==> config.mk <==
export PLATFORM = sky130hd
export DESIGN_NAME = cond_exec_unit_flat
export DESIGN_NICKNAME = d
export VERILOG_FILES = /design/src/rtl/cond_exec_unit_if.sv /design/src/rtl/cond_exec_unit.sv /design/src/flat_wrapper.sv
export SDC_FILE = /design/constraint.sdc
export NUM_CORES = 1
export LEC_CHECK = 0
export CAP_MARGIN = 20
export CELL_PAD_IN_SITES_DETAIL_PLACEMENT = 0
export CELL_PAD_IN_SITES_GLOBAL_PLACEMENT = 1
export CORE_ASPECT_RATIO = 0.6
export CORE_UTILIZATION = 31
export CTS_BUF_LIST = sky130_fd_sc_hd__clkbuf_16
export CTS_CLUSTER_SIZE = 16
export DETAILED_ROUTE_END_ITERATION = 7
export HOLD_SLACK_MARGIN = 0.05
export PLACE_DENSITY_LB_ADDON = 0.1
export REMOVE_ABC_BUFFERS = 1
export SYNTH_ARGS = -nofsm -noshare
export SYNTH_HDL_FRONTEND = slang
export SYNTH_SLANG_ARGS = --single-unit
export TNS_END_PERCENT = 100
==> constraint.sdc <==
create_clock -name CLK -period 4.2 [get_ports CLK]
set_clock_uncertainty 0.2 [all_clocks]
set_input_delay 0.84 -clock CLK [delete_from_list [all_inputs] [get_ports CLK]]
set_output_delay 0.84 -clock CLK [all_outputs]
set_load 0.05 [all_outputs]
==> src/rtl/cond_exec_unit_if.sv <==
// Execute-stage conditional-execution bus: unconditioned controls and IT
// fields in, conditioned controls and NZCV/IT status out.
interface cond_exec_unit_if #(
  parameter int IT_DEPTH = 4
);
  localparam int CNT_W = $clog2(IT_DEPTH + 1);

  logic                ValidE;
  logic                StallE;
  logic                FlushE;
  logic                PCSrcEIn;
  logic                RegWriteEIn;
  logic                MemWriteEIn;
  logic                BranchEIn;
  logic                NoWrite;
  logic [1:0]          FlagWriteE;
  logic [3:0]          CondE;
  logic [3:0]          ALUFlags;
  logic                ITStartE;
  logic [3:0]          ITCondE;
  logic [CNT_W-1:0]    ITLenE;
  logic [IT_DEPTH-1:0] ITMaskE;

  logic                PCSrcE;
  logic                RegWriteE;
  logic                MemWriteE;
  logic                BranchE;
  logic [3:0]          FlagsOut;
  logic                CondExE;
  logic                ITActive;
  logic [CNT_W-1:0]    ITRemain;
  logic                CondUndef;
  logic                ITError;

  modport master (
    output ValidE, StallE, FlushE, PCSrcEIn, RegWriteEIn, MemWriteEIn, BranchEIn,
           NoWrite, FlagWriteE, CondE, ALUFlags, ITStartE, ITCondE, ITLenE, ITMaskE,
    input  PCSrcE, RegWriteE, MemWriteE, BranchE, FlagsOut, CondExE, ITActive,
           ITRemain, CondUndef, ITError
  );

  modport slave (
    input  ValidE, StallE, FlushE, PCSrcEIn, RegWriteEIn, MemWriteEIn, BranchEIn,
           NoWrite, FlagWriteE, CondE, ALUFlags, ITStartE, ITCondE, ITLenE, ITMaskE,
    output PCSrcE, RegWriteE, MemWriteE, BranchE, FlagsOut, CondExE, ITActive,
           ITRemain, CondUndef, ITError
  );
endinterface

==> src/rtl/cond_exec_unit.sv <==
// Execute-stage condition check with NZCV register, stall/flush/bubble handling
// and an IT-block sequencer predicating up to IT_DEPTH following instructions.
module cond_exec_unit #(
  parameter  int IT_DEPTH = 4,
  localparam int CNT_W    = $clog2(IT_DEPTH + 1),
  localparam int IDX_W    = (IT_DEPTH > 1) ? $clog2(IT_DEPTH) : 1
) (
  input logic              CLK,
  input logic              RESET,
  cond_exec_unit_if.slave  bus
);

  typedef enum logic {IDLE, IT_ACT} state_t;

  state_t              state_q;
  logic [CNT_W-1:0]    it_remain_q;
  logic [IDX_W-1:0]    it_idx_q;
  logic [3:0]          it_cond_q;
  logic [IT_DEPTH-1:0] it_mask_q;
  logic                it_error_q;
  logic [3:0]          flags_q, flags_d;

  logic [3:0] eff_cond;
  logic       cond_ok;
  logic       gate;
  logic       adv;
  logic       len_ok;
  logic       start_ok;

  function automatic logic cond_pass(input logic [3:0] c, input logic [3:0] f);
    logic n, z, cf, v;
    {n, z, cf, v} = f;
    case (c)
      4'h0:    cond_pass = z;
      4'h1:    cond_pass = ~z;
      4'h2:    cond_pass = cf;
      4'h3:    cond_pass = ~cf;
      4'h4:    cond_pass = n;
      4'h5:    cond_pass = ~n;
      4'h6:    cond_pass = v;
      4'h7:    cond_pass = ~v;
      4'h8:    cond_pass = cf & ~z;
      4'h9:    cond_pass = ~cf | z;
      4'hA:    cond_pass = (n == v);
      4'hB:    cond_pass = (n != v);
      4'hC:    cond_pass = ~z & (n == v);
      4'hD:    cond_pass = z | (n != v);
      4'hE:    cond_pass = 1'b1;
      default: cond_pass = 1'b0;
    endcase
  endfunction

  // Inside an IT block each slot uses the base condition, with bit 0 flipped when its mask bit is 0.
  assign eff_cond = (state_q == IT_ACT) ? {it_cond_q[3:1], it_cond_q[0] ^ ~it_mask_q[it_idx_q]}
                                        : bus.CondE;
  assign cond_ok  = cond_pass(eff_cond, flags_q);
  assign gate     = bus.ValidE & ~bus.FlushE & cond_ok;
  assign adv      = bus.ValidE & ~bus.StallE & ~bus.FlushE;
  assign len_ok   = (bus.ITLenE != '0) && (bus.ITLenE <= CNT_W'(IT_DEPTH));
  assign start_ok = (state_q == IDLE) & adv & bus.ITStartE & len_ok;

  assign bus.CondExE   = cond_ok;
  assign bus.CondUndef = (eff_cond == 4'hF);
  assign bus.RegWriteE = bus.RegWriteEIn & gate & ~bus.NoWrite;
  assign bus.MemWriteE = bus.MemWriteEIn & gate;
  assign bus.PCSrcE    = bus.PCSrcEIn & gate;
  assign bus.BranchE   = bus.BranchEIn & gate;
  assign bus.FlagsOut  = flags_q;
  assign bus.ITActive  = (state_q == IT_ACT);
  assign bus.ITRemain  = it_remain_q;
  assign bus.ITError   = it_error_q;

  always_comb begin
    flags_d = flags_q;
    if (gate && !bus.StallE) begin
      if (bus.FlagWriteE[1]) flags_d[3:2] = bus.ALUFlags[3:2];
      if (bus.FlagWriteE[0]) flags_d[1:0] = bus.ALUFlags[1:0];
    end
  end

  always_ff @(posedge CLK) begin
    if (RESET) flags_q <= 4'h0;
    else       flags_q <= flags_d;
  end

  always_ff @(posedge CLK) begin
    if (start_ok) begin
      it_cond_q <= bus.ITCondE;
      it_mask_q <= bus.ITMaskE;
    end
  end

  always_ff @(posedge CLK) begin
    if (RESET) begin
      state_q     <= IDLE;
      it_remain_q <= '0;
      it_idx_q    <= '0;
      it_error_q  <= 1'b0;
    end else if (bus.FlushE) begin
      state_q     <= IDLE;
      it_remain_q <= '0;
      it_idx_q    <= '0;
      it_error_q  <= 1'b0;
    end else if (bus.StallE) begin
      it_error_q  <= 1'b0;
    end else begin
      it_error_q <= 1'b0;
      if (bus.ValidE) begin
        case (state_q)
          IDLE: begin
            if (bus.ITStartE) begin
              if (len_ok) begin
                state_q     <= IT_ACT;
                it_remain_q <= bus.ITLenE;
                it_idx_q    <= '0;
              end else begin
                it_error_q  <= 1'b1;
              end
            end
          end
          IT_ACT: begin
            // A nested IT is executed as an ordinary predicated slot.
            if (bus.ITStartE) it_error_q <= 1'b1;
            it_remain_q <= it_remain_q - 1'b1;
            if (it_remain_q == CNT_W'(1)) begin
              state_q  <= IDLE;
              it_idx_q <= '0;
            end else begin
              it_idx_q <= it_idx_q + 1'b1;
            end
          end
          default: state_q <= IDLE;
        endcase
      end
    end
  end

endmodule

==> src/flat_wrapper.sv <==
// flat-port wrapper written by rule: the top's interface ports become plain ports
module cond_exec_unit_flat 
#(
  parameter  int IT_DEPTH = 4,
  localparam int CNT_W    = $clog2(IT_DEPTH + 1),
  localparam int IDX_W    = (IT_DEPTH > 1) ? $clog2(IT_DEPTH) : 1
)
  (CLK, RESET, bus_ValidE, bus_StallE, bus_FlushE, bus_PCSrcEIn, bus_RegWriteEIn, bus_MemWriteEIn, bus_BranchEIn, bus_NoWrite, bus_FlagWriteE, bus_CondE, bus_ALUFlags, bus_ITStartE, bus_ITCondE, bus_ITLenE, bus_ITMaskE, bus_PCSrcE, bus_RegWriteE, bus_MemWriteE, bus_BranchE, bus_FlagsOut, bus_CondExE, bus_ITActive, bus_ITRemain, bus_CondUndef, bus_ITError);
  cond_exec_unit_if #(.IT_DEPTH(IT_DEPTH)) bus_i ();
  input logic CLK;
  input logic RESET;
  input wire logic [$bits(bus_i.ValidE)-1:0] bus_ValidE;
  input wire logic [$bits(bus_i.StallE)-1:0] bus_StallE;
  input wire logic [$bits(bus_i.FlushE)-1:0] bus_FlushE;
  input wire logic [$bits(bus_i.PCSrcEIn)-1:0] bus_PCSrcEIn;
  input wire logic [$bits(bus_i.RegWriteEIn)-1:0] bus_RegWriteEIn;
  input wire logic [$bits(bus_i.MemWriteEIn)-1:0] bus_MemWriteEIn;
  input wire logic [$bits(bus_i.BranchEIn)-1:0] bus_BranchEIn;
  input wire logic [$bits(bus_i.NoWrite)-1:0] bus_NoWrite;
  input wire logic [$bits(bus_i.FlagWriteE)-1:0] bus_FlagWriteE;
  input wire logic [$bits(bus_i.CondE)-1:0] bus_CondE;
  input wire logic [$bits(bus_i.ALUFlags)-1:0] bus_ALUFlags;
  input wire logic [$bits(bus_i.ITStartE)-1:0] bus_ITStartE;
  input wire logic [$bits(bus_i.ITCondE)-1:0] bus_ITCondE;
  input wire logic [$bits(bus_i.ITLenE)-1:0] bus_ITLenE;
  input wire logic [$bits(bus_i.ITMaskE)-1:0] bus_ITMaskE;
  output wire logic [$bits(bus_i.PCSrcE)-1:0] bus_PCSrcE;
  output wire logic [$bits(bus_i.RegWriteE)-1:0] bus_RegWriteE;
  output wire logic [$bits(bus_i.MemWriteE)-1:0] bus_MemWriteE;
  output wire logic [$bits(bus_i.BranchE)-1:0] bus_BranchE;
  output wire logic [$bits(bus_i.FlagsOut)-1:0] bus_FlagsOut;
  output wire logic [$bits(bus_i.CondExE)-1:0] bus_CondExE;
  output wire logic [$bits(bus_i.ITActive)-1:0] bus_ITActive;
  output wire logic [$bits(bus_i.ITRemain)-1:0] bus_ITRemain;
  output wire logic [$bits(bus_i.CondUndef)-1:0] bus_CondUndef;
  output wire logic [$bits(bus_i.ITError)-1:0] bus_ITError;
  assign bus_i.ValidE = bus_ValidE;
  assign bus_i.StallE = bus_StallE;
  assign bus_i.FlushE = bus_FlushE;
  assign bus_i.PCSrcEIn = bus_PCSrcEIn;
  assign bus_i.RegWriteEIn = bus_RegWriteEIn;
  assign bus_i.MemWriteEIn = bus_MemWriteEIn;
  assign bus_i.BranchEIn = bus_BranchEIn;
  assign bus_i.NoWrite = bus_NoWrite;
  assign bus_i.FlagWriteE = bus_FlagWriteE;
  assign bus_i.CondE = bus_CondE;
  assign bus_i.ALUFlags = bus_ALUFlags;
  assign bus_i.ITStartE = bus_ITStartE;
  assign bus_i.ITCondE = bus_ITCondE;
  assign bus_i.ITLenE = bus_ITLenE;
  assign bus_i.ITMaskE = bus_ITMaskE;
  assign bus_PCSrcE = bus_i.PCSrcE;
  assign bus_RegWriteE = bus_i.RegWriteE;
  assign bus_MemWriteE = bus_i.MemWriteE;
  assign bus_BranchE = bus_i.BranchE;
  assign bus_FlagsOut = bus_i.FlagsOut;
  assign bus_CondExE = bus_i.CondExE;
  assign bus_ITActive = bus_i.ITActive;
  assign bus_ITRemain = bus_i.ITRemain;
  assign bus_CondUndef = bus_i.CondUndef;
  assign bus_ITError = bus_i.ITError;
  cond_exec_unit #(.IT_DEPTH(IT_DEPTH)) u_core (.CLK(CLK), .RESET(RESET), .bus(bus_i));
endmodule
==> summary.txt <==
Clock network
  • Clock buffer depth: 2
  • Hold buffers post-CTS: 0
  • CTS Sinks: 19
  • CTS tree: built
  • Worst skew pair latency: 0.25 ns
  • H-tree depth: 1
  • CTS clock-pin slew for the worst setup and hold paths: 0.05 ns
  • Root buf cell: clkbuf_16
  • CTS Buf Count: 3

Logic synthesis
  • Mean Syn Cell Area: 9.91 µm²
  • Synth Cell Area: 1300 µm²
  • Fraction of the mapped netlist area in compound gates: 13.7%
  • Top cells by count, synth: 12 x nand2b_1, 11 x dfxtp_1, 11 x mux2i_1, 10 x nor2_1, 8 x edfxtp_1
  • Top cell type's share of synthesized area: 18.5%
  • Mux share of post-synthesis cell area: 14.8%
  • Post-synth EDFFs: 8
  • Mapped Cells: 131
  • Synth async-reset ratio: 0%
  • Synth cell types: 43
  • Synth Flop Type: dfxtp_1
  • Register area share after synthesis: 35.5%
  • Largest family of logic cells by synthesized area: simple AND/OR/NAND/NOR gates
  • Most common cell in the netlist: nand2b_1
  • Seq cells post-synth: 19
  • Post-Synth Simple-Gate Area: 25.6%
  • Post-Synth Adder-Cell Area: 1.93%
  • Top post-synthesis cells by area: edfxtp_1 18%, dfxtp_1 17%, mux2i_1 8.5%, nand2b_1 5.8%, nor4b_4 3.7%
  • Synth Area in XOR/XNOR: 4.72%
  • Area leader, netlist: edfxtp_1
  • Synth warnings: 0

Global route
  • Global-route wire length before repair: 5030 µm
  • GRT Overall Usage: 14.8%
  • Total grt overflow: 0
  • Vias in the first global route: 1065
  • Largest net degree at the start of global routing: 15
  • Initial antenna violation count: 0

Routing
  • Drt via density: 4.97
  • DRT iter0 DRCs: 57
  • Total number of vias: 1128
  • Post-route ant nets: 0
  • DRC: 0
  • Post-Route WL: 3090 µm
  • DR WL/cell: 13.6 µm
  • Drt pass-1 iters: 4

STA
  • Final worst path period need: 4.07 ns
  • Setup_tns: 0 ns
  • Final hold vios: 0
  • Fin crit share: 96.8%
  • Max-slew violation count: 0
  • Unrepaired setup endpoints after global routing: false
  • Fmax: 0.246 GHz
  • Worst Tran Pin Value: 0.716 ns
  • Slew Limit Headroom: 52.1%
  • Final Setup Violations: 0

Finish
  • Area delta synth->final: 48.1%
  • Nets: 215
  • Antenna Diode Count: 0
  • Share of post-route cells with drive strength above 1: 15.6%

Floorplanning
  • Die height: 52.1 µm
  • Starting Density: 33.9%
  • Row Count: 17
  • Full die area: 4460 µm²
  • Ports: 47
  • DIE WIDTH: 85.6 µm
  • Placeable core area: 3830 µm²

Worst setup path
  • Flop2flop setup slack: 1.38 ns
  • Reg-to-Reg Start: u_core.bus.ITActive
  • Reg2reg end: u_core.bus.FlagsOut[3]
  • Setup crit start: bus_CondE[0]
  • Crit Path Class: in2out
  • R2R depth: 9
  • Critical Path RT: 3.16 ns
  • Worst path arrival time: 3.03 ns
  • Setup crit start kind: primary input
  • Max Fanout on Critical Path: 4
  • Critical path endpoint category: output port

Power
  • Maximum VDD drop: 0.000225 V
  • P per Cell Area: 262 nW/µm²
  • Leak: 0.674 nW
  • Tot Pwr: 0.504 mW

Hold path
  • Endpoint, Worst Hold: u_core.bus.FlagsOut[2]
  • Cell count of the worst hold path: 2
  • Hold path startpoint: u_core.bus.FlagsOut[2]
  • Worst min path class: reg2reg

Place
  • Post-DP HPWL: 2440 µm
  • Port-buffer cells: 46
  • Routability cong.: 0.766

Outcome
  • Status: finished, final reports clean

Run
  • Total of max-cap violations: 0
## cell usage in the layout (no fill, tap or decap), types with 2 or more instances in the layout
master,n
o21ai_0,4
nor2b_1,2
nand2b_1,12
nand2_1,6
clkdlybuf4s50_1,38
a21oi_1,6
ha_1,2
nor3_1,2
inv_1,8
mux2_4,3
buf_4,4
mux2i_1,10
a211oi_1,2
dfxtp_1,11
xnor2_1,5
xor2_1,2
nand3_1,5
clkbuf_16,3
nor4b_4,2
edfxtp_1,8
nor2_1,10
mux2_2,2
buf_6,4
and2_1,3
dlymetal6s2s_1,3
a22oi_1,2
## worst max-delay path by stage
stage | end | slack (ns) | depth (start not counted)
6_report | bus_RegWriteE | 0.13 | 9
5_1_grt | bus_RegWriteE | 0.009 | 9
4_1_cts | bus_RegWriteE | 0.04 | 9
3_5_place_dp | bus_RegWriteE | 0.06 | 9
3_3_place_gp | bus_RegWriteE | 0.10 | 9
2_1_floorplan | bus_RegWriteE | 0.1 | 7
## state kept, by name, indices dropped and copies added (netlist names)
| signal | flops |
|---|---|
| u_core.it_idx_q | 2 |
| u_core.bus.FlagsOut | 4 |
| u_core.it_cond_q | 4 |
| u_core.bus.ITActive | 1 |
| u_core.bus.ITRemain | 3 |
| u_core.it_mask_q | 4 |
| u_core.bus.ITError | 1 |
## cell families (layout without fill, tap and decap cells)
logic type,Yosys count,after routing
AOI/OAI and AO/OA,23,23
DFF,19,19
muxes,17,17
and+or+nand+nor,52,52
adders and majority gates,2,2
buffers and inverters,11,60
xor gates and xnor gates,7,7
## report_power, final
part	switching (mW)	internal [mW]
clock	0.0661	0.127
combinational	0.0523	0.0595
sequential	0.00356	0.196
## final cells by class
| type | count | area (µm²) |
|---|---|---|
| Clock buffer | 3 | 75.1 |
| Clock inverter | 1 | 3.75 |
| Fill cell | 371 | 1910 |
| Inverter | 7 | 26.3 |
| Multi-Input combinational cell | 101 | 806 |
| Sequential cell | 19 | 460 |
| Tap cell | 47 | 58.8 |
| Timing Repair Buffer | 49 | 493 |
## what timing repair did
item / in CTS / in global routing
gates resized for setup: 0 / 11
setup buffers: 0 / 1
endpoints found under the setup margin: 0 / 5
## metal layers
layer	track usage, %	wire length, µm	share of wire, %
met5	0	0	0
met4	3.33	17	0.55
met3	5.24	236	7.6
met2	21.7	1230	40
met1	20.8	1610	52
## worst max-delay path, cell delays in order
cell and delay (ns):
clkdlybuf4s50_1 0.52, xor2_1 0.16, a22oi_1 0.10, or4_1 0.40, a22oi_1 0.30, a211oi_4 0.06
nor3b_2 0.27, and3b_1 0.21, buf_6 0.16
## per-stage QoR
step,cell area [µm²],worst slack (ns),util [%],std cells,hold WS [ns]
after floorplan,1280,0.0964,-,127,0.330
final,1920,0.133,50.2,227,0.330
after CTS,1880,0.0400,49.0,226,0.322
after global placement,1800,0.100,47.0,222,0.302
after global routing,1920,0.00942,50.2,227,0.353
after detailed placement,1800,0.0573,47.0,222,0.309
Note: power is estimated with default switching activity, not from simulation.
